--- config.mk ---
export PLATFORM = sky130hd
export DESIGN_NAME = bitwise_logic_mc
export DESIGN_NICKNAME = d
export VERILOG_FILES = /design/src/rtl/bitwise_logic_mc.sv
export SDC_FILE = /design/constraint.sdc
export NUM_CORES = 1
export LEC_CHECK = 0
export CORE_MARGIN = 3
export CORE_UTILIZATION = 61
export CTS_BUF_LIST = sky130_fd_sc_hd__clkbuf_16
export DETAILED_ROUTE_END_ITERATION = 8
export GPL_TIMING_DRIVEN = 0
export PLACE_DENSITY = 0.95
export SLEW_MARGIN = 25
export SYNTH_ARGS = -nofsm -noshare
export SYNTH_HDL_FRONTEND = slang
export SYNTH_SLANG_ARGS = --single-unit
--- constraint.sdc ---
create_clock -name clk -period 3.45 [get_ports clk]
set_input_delay 0.5175 -clock clk [delete_from_list [all_inputs] [get_ports clk]]
set_output_delay 0.5175 -clock clk [all_outputs]
set_load 0.005 [all_outputs]
--- src/rtl/bitwise_logic_mc.sv ---
// Multicycle bitwise logic unit: one of eight ops, SLICE bits per cycle, start/done handshake.
// Latency N=WIDTH/SLICE cycles from accept to done; start is only sampled in IDLE or DONE.
module bitwise_logic_mc #(
  parameter int WIDTH = 32,
  parameter int SLICE = 8
) (
  input  logic             clk,
  input  logic             rst_n,
  input  logic             start,
  input  logic [2:0]       op,
  input  logic [WIDTH-1:0] a,
  input  logic [WIDTH-1:0] b,
  output logic             busy,
  output logic             done,
  output logic [WIDTH-1:0] result,
  output logic             zero
);

  localparam int N  = WIDTH / SLICE;
  localparam int CW = (N > 1) ? $clog2(N) : 1;

  generate
    if (SLICE < 1 || (WIDTH % SLICE) != 0) begin : g_bad_cfg
      $error("bitwise_logic_mc: WIDTH must be an integer multiple of SLICE");
    end
  endgenerate

  typedef enum logic [1:0] {
    IDLE = 2'd0,
    RUN  = 2'd1,
    DONE = 2'd2
  } state_t;

  state_t           state_q;
  logic [CW-1:0]    cnt_q;
  logic [2:0]       op_q;
  logic [WIDTH-1:0] a_q;
  logic [WIDTH-1:0] b_q;
  logic [WIDTH-1:0] acc_q;
  logic [WIDTH-1:0] res_q;
  logic             busy_q;
  logic             done_q;
  logic             zero_q;

  logic [WIDTH-1:0] f_full;
  logic [WIDTH-1:0] acc_d;
  logic             last_slice;

  // Full-width function of the latched operands; only the active slice is committed.
  always_comb begin
    f_full = '0;
    case (op_q)
      3'b000:  f_full = a_q & b_q;
      3'b001:  f_full = a_q | b_q;
      3'b010:  f_full = a_q ^ b_q;
      3'b011:  f_full = ~(a_q | b_q);
      3'b100:  f_full = ~(a_q & b_q);
      3'b101:  f_full = ~(a_q ^ b_q);
      3'b110:  f_full = a_q;
      default: f_full = a_q & ~b_q;
    endcase
  end

  always_comb begin
    acc_d = acc_q;
    for (int i = 0; i < WIDTH; i++) begin
      if ((i / SLICE) == int'(cnt_q)) acc_d[i] = f_full[i];
    end
  end

  assign last_slice = (cnt_q == CW'(N - 1));

  always_ff @(posedge clk or negedge rst_n) begin
    if (!rst_n) begin
      state_q <= IDLE;
      cnt_q   <= '0;
      op_q    <= '0;
      a_q     <= '0;
      b_q     <= '0;
      acc_q   <= '0;
      res_q   <= '0;
      busy_q  <= 1'b0;
      done_q  <= 1'b0;
      zero_q  <= 1'b1;
    end else begin
      case (state_q)
        IDLE, DONE: begin
          done_q <= 1'b0;
          if (start) begin
            state_q <= RUN;
            op_q    <= op;
            a_q     <= a;
            b_q     <= b;
            acc_q   <= '0;
            cnt_q   <= '0;
            busy_q  <= 1'b1;
          end else begin
            state_q <= IDLE;
            busy_q  <= 1'b0;
          end
        end
        RUN: begin
          acc_q <= acc_d;
          if (last_slice) begin
            // acc_d already holds the final slice, so result never shows a partial word.
            res_q   <= acc_d;
            zero_q  <= (acc_d == '0);
            state_q <= DONE;
            busy_q  <= 1'b0;
            done_q  <= 1'b1;
          end else begin
            cnt_q <= cnt_q + 1'b1;
          end
        end
        default: begin
          state_q <= IDLE;
          busy_q  <= 1'b0;
          done_q  <= 1'b0;
        end
      endcase
    end
  end

  assign busy   = busy_q;
  assign done   = done_q;
  assign result = res_q;
  assign zero   = zero_q;

endmodule

After elaboration in Yosys (flattened, before gate mapping)

Index checks and enable logic that the tools add are counted.

Bits in registers: 138
Bits of input ports: 70
Output and inout port bits: 35
Logic and storage cells: 90

$add $sub $neg: 1
Equal/unequal tests: 15
Multiplexer cells: 46
Bitwise operators: 8
Reductions and logical operators: 10

Operators with widths:

| kind                  | count |
|---|---|
| $pmux W32 S7          | 1 |
| $not A32 Y32          | 4 |
| $and A32 B32 Y32      | 2 |
| $pmux W32 S2          | 1 |
| $mux W1               | 37 |
| $logic_not A32 Y1     | 1 |
| $mux W32              | 1 |
| $or A32 B32 Y32       | 1 |
| $xor A32 B32 Y32      | 1 |
| $eq A3 B3 Y1 const B  | 3 |
| $pmux W2 S2           | 2 |
| $eq A3 B2 Y1 const B  | 2 |
| $mux W2               | 3 |
| $ne A2 B2 Y1 const B  | 3 |
| $reduce_and A2 Y1     | 3 |
| $eq A2 B2 Y1 const A  | 2 |
| $eq A2 B2 Y1 const B  | 2 |
| $logic_not A2 Y1      | 2 |
| $eq A3 B1 Y1 const B  | 1 |
| $logic_not A3 Y1      | 1 |
| $reduce_and A3 Y1     | 1 |
| $add A2 B1 Y2 const B | 1 |
| $eq A1 B2 Y1 const A  | 1 |
| $eq A2 B1 Y1 const B  | 1 |
| other kinds (3)       | 3 |

Longest topological paths before layout

Depth after elaboration: 5
Depth in mapped cells: 11
Gate-level depth less buffers: 9

Worst setup path after synthesis

No wires, ideal clock.

Path type: register to register
Start point: reg a_q[7]
End point: reg zero_q (netlist: zero)
Library setup time: 0.086 ns
Arrival time: 2.078 ns
Data required time: 3.364 ns
Slack: 1.285 ns
Cell stages (with the launch flop): 10
Buffers on the path: 0
Clock period less this slack: 2.165 ns
Path through: dfrtp_1 > inv_1 > ha_1 > mux2_1 > a22oi_1 > a31oi_1 > a21oi_1 > nand4_1 > or3_1 > o31ai_2

Cells in the longest elaborated chain, start to end: 5
Elaborated cells on any way between the ends: 10
Those cells by class: mux (2); bitwise (7); reduce/logical (1)

RTL lines:

| item                                           | line       | RTL |
|---|---|---|
| start, declared                                | 37         | `logic [WIDTH-1:0] a_q;` |
| start signal, assigned                         | 78         | `a_q <= '0;` |
| start signal, assigned                         | 92         | `a_q <= a;` |
| $xor A32 B32 Y32, or another cell as far along | 55, 58     |  |
| $not A32 Y32, on equally long branches         | 58, 56, 57 |  |
| $pmux W32 S7 *                                 | 52         | `case (op_q)` |
| $mux W1 *                                      | 67         | `if ((i / SLICE) == int'(cnt_q)) acc_d[i] = f_full[i];` |
| $logic_not A32 Y1 *                            | 107        | `zero_q <= (acc_d == '0);` |
| end signal, assigned                           | 107        |  |
| end, declared                                  | 43         | `logic zero_q;` |

Every way passes the cells marked *; elsewhere a longest branch is shown, timed or not.
A chain may end at the register's enable or synchronous reset.

Worst setup path after layout

Start point: reg op_q[1]
End point: reg zero_q (netlist: zero)

Cells in the longest elaborated chain, start to end: 4
Elaborated cells on any way between the ends: 41
Those cells by class: eq/ne (6); mux (33); reduce/logical (2)

RTL lines:

| item                                       | line | RTL |
|---|---|---|
| start, declared                            | 36   | `logic [2:0] op_q;` |
| start signal, assigned                     | 91   | `op_q <= op;` |
| $eq A3 B3 Y1, or another cell as far along | 52   |  |
| $pmux W32 S7 *                             | 52   |  |
| $mux W1                                    | 67   |  |
| $logic_not A32 Y1 *                        | 107  |  |

Marked as above.

==> flow_metrics.tcl <==
set metrics [dict create \
    critical_path_required_ns 3.81 \
    grt_max_degree 72 \
    whs_ns -0.0108 \
    rsz0062_at_grt "false" \
    clockRootBuffer "clkbuf_16" \
    syn_avg_cell_area_sq_um 8.78 \
    vias_per_cell 6.52 \
    status "finished with violations" \
    p_leak_nw 4.65 \
    yosys.area.top_type_share_pct 37.4 \
    synth_top_cell_by_area "dfrtp_1" \
    core_sq_um 13500 \
    first_global_vias 8107 \
    post_cts_buffers 0 \
    setup_viol 0 \
    total_power_mw 10.5 \
    cts_max_path_buffers 2 \
    insertion_delay_ns 0.44 \
    totalWireLength_um 27200 \
    dieArea_sq_um 15400 \
    synth_seq_cells 128 \
    synth_warnings 0 \
    drive_gt1_share_pct 7.69 \
    synth_cells 969 \
    grt_util_all_layers_pct 36.2 \
    seq_area_frac_synth_pct 37.7 \
    period_share_pct 82.7 \
    crit_fanout 10 \
    numCtsBuffers 17 \
    hold_buffers 0 \
    yosysMostFrequentCell "nand2_1" \
    syn-num-nets 1139 \
    worstSetupStartpointType "flip-flop" \
    worstHoldPathType "primary input to asynchronous set/reset pin" \
    fill_cells 921 \
    layout.nets 1263 \
    drv_slew 0 \
    detailed_place_hpwl_um 19000 \
    place_ws_ns 0.455 \
    crit_type "flip-flop to flip-flop" \
    r2r_end "zero" \
    powerDensity_nw_per_um2 1010 \
    async_reset_ff_share_pct 100 \
    violations "negative hold slack" \
    placed_cell_area_sq_um 9800 \
    max_freq_mhz 351 \
    clock-skew-final_ns 0.00977 \
    gr-total-overflow 0 \
    ir_drop_uv 590 \
    setup_tns_ns 0 \
    synth_flop_cell "dfrtp_1" \
    setup_ws_ns 0.597 \
    gp_congestion 1.01 \
    dr_total_vias 8364 \
    routedWlPerCell_um 21.2 \
    firstDrtPassIters 8 \
    syn_area_sq_um 8500 \
    grt_pass1_wl_um 42200 \
    die_x_um 124 \
    hold_viol_final 3 \
    drc 0 \
    cts.sinks 128 \
    worstSetupEndpoint "zero" \
    port_buffers 104 \
    fp.dieH_um 124 \
    areaGrowthSynthToFinish_pct 21.6 \
    startpoint "op_q[1]" \
    cap_violations 0 \
    initial_utilization_pct 63.2 \
    synthTopCellsByArea "dfrtp_1, ha_1, o21ai_0, nand2_1, inv_1" \
    yosys-top-cells-count "nand2_1, o21ai_0, dfrtp_1" \
    drt_iter0_markers 1414 \
    rr_worst_depth 10 \
    r2r_slack_ns 0.60 \
    worstSetupEndpointType "flip-flop" \
    ioPinCount 105 \
    r2r-start "op_q[1]" \
    antenna_cells 0 \
    synth_cell_type_count 65 \
    rows 42 \
    fin_area_sq_um 10300 \
    clk_pin_slew_ns 0.06 \
    worstMarginPinSlew_ns 0.923 \
    post_cts_resized 0 \
    cts_tree "done" \
    antenna_found_initial 0 \
    fin_crit_ns 2.85 \
    crit_arrival_ns 3.21 \
    antenna_left 0 \
    htreeDepth 4 \
    slew_headroom_pct 38.2 \
    synth_edf_count 0 \
]
-- worst max-delay path, cell delays in order (launching register included) --
cell and delay (ns):
dfrtp_1 0.36, buf_6 0.13, buf_6 0.15, nand3_2 0.27, clkbuf_1 0.38, o21ai_0 0.27
a31oi_1 0.12, a21oi_1 0.33, nand4_1 0.15, or3_1 0.39, o31ai_2 0.23
-- cell usage in the layout, fill, tap and decap left out, types with 4 or more instances in the layout --
master,netlist,routed
a21o_1,4,4
a21oi_1,31,31
a221oi_1,6,6
a22o_1,5,5
a22oi_1,10,10
a31oi_1,13,13
a32oi_1,5,5
and2_1,4,4
buf_2,13,13
buf_4,6,6
buf_6,7,7
clkbuf_1,38,38
clkbuf_16,0,17
clkdlybuf4s50_1,0,103
clkinv_1,1,4
clkinvlp_4,0,7
dfrtp_1,127,127
ha_1,100,100
inv_1,72,72
mux2_1,7,7
mux2_2,9,9
mux2i_1,17,17
nand2_1,163,163
nand2b_1,17,17
nand3_1,6,6
nand3b_1,4,4
nand4_1,5,5
nor2_1,38,38
nor2b_1,14,14
nor3_1,10,10
o211ai_1,9,9
o21ai_0,141,141
o21ai_1,8,8
o221a_2,4,4
o221ai_1,12,12
o22ai_1,8,8
or2_2,6,6
-- flip-flops by register name, indices dropped and copies added, names as in the netlist --
signal,count
a_q,32
acc_q,24
b_q,32
cnt_q,2
op_q,3
result,32
state_q,2
zero,1
-- power breakdown --
part	leakage [nW]	total [mW]	switching, mW	internal, mW
clock	0.246	1.71	0.732	0.979
combinational	2.78	6.13	3.74	2.39
sequential	1.62	2.65	0.499	2.15
-- metal layers --
| metal | GRT usage [%] | up-vias | routed length, um |
|---|---|---|---|
| li1 | - | 3598 | - |
| met4 | 20.4 | 0 | 1580 |
| met1 | 47.8 | 3937 | 10200 |
| met2 | 54.5 | 658 | 11900 |
| met5 | 1.39 | - | 0 |
| met3 | 8.86 | 171 | 3560 |
-- worst min-delay path by stage --
stage | endpoint | cells after the start | slack (ns) | start
after global placement | result[20] | 2 | 0.46 | result[20]
after floorplan | a_q[0] | 0 | 0.22 | rst_n
after global routing | result[24] | 1 | 0.04 | rst_n
after detailed placement | result[17] | 2 | 0.47 | result[17]
after CTS | result[24] | 1 | 0.03 | rst_n
final | result[24] | 1 | -0.01 | rst_n
-- kinds of logic (layout without fill, tap and decap cells) --
logic type               Yosys count  count (layout)  synth area share (%)
adder cells (fa/ha/maj)          100             100                  14.7
buffers and inverters            139             276                  7.21
multiplexers                      35              35                  4.65
flip-flops                       128             128                  37.7
AND/OR/NAND/NOR                  280             280                  14.8
XOR/XNOR                           2               2                 0.206
AO/OA/AOI/OAI                    285             285                  20.7
-- through the flow --
| step | hold WS (ns) | instances | util (%) |
|---|---|---|---|
| floorplan | 0.222 | 969 | - |
| global route | 0.0362 | 1282 | 76.9 |
| detailed placement | 0.469 | 1250 | 72.8 |
| finish | -0.0108 | 1282 | 76.9 |
| CTS | 0.0285 | 1282 | 76.9 |
| global placement | 0.462 | 1249 | 72.6 |
-- final cells by class --
cell class,count,area (sq um),area share (%)
Clock buffer,17,425,4.11
Timing Repair Buffer,105,1070,10.4
Buffer,66,339,3.28
Tap cell,176,220,2.13
Sequential cell,128,3200,31.0
Clock inverter,15,121,1.17
Multi-Input combinational cell,702,4690,45.3
Inverter,73,274,2.65
Power figures use the tool's default switching activity.
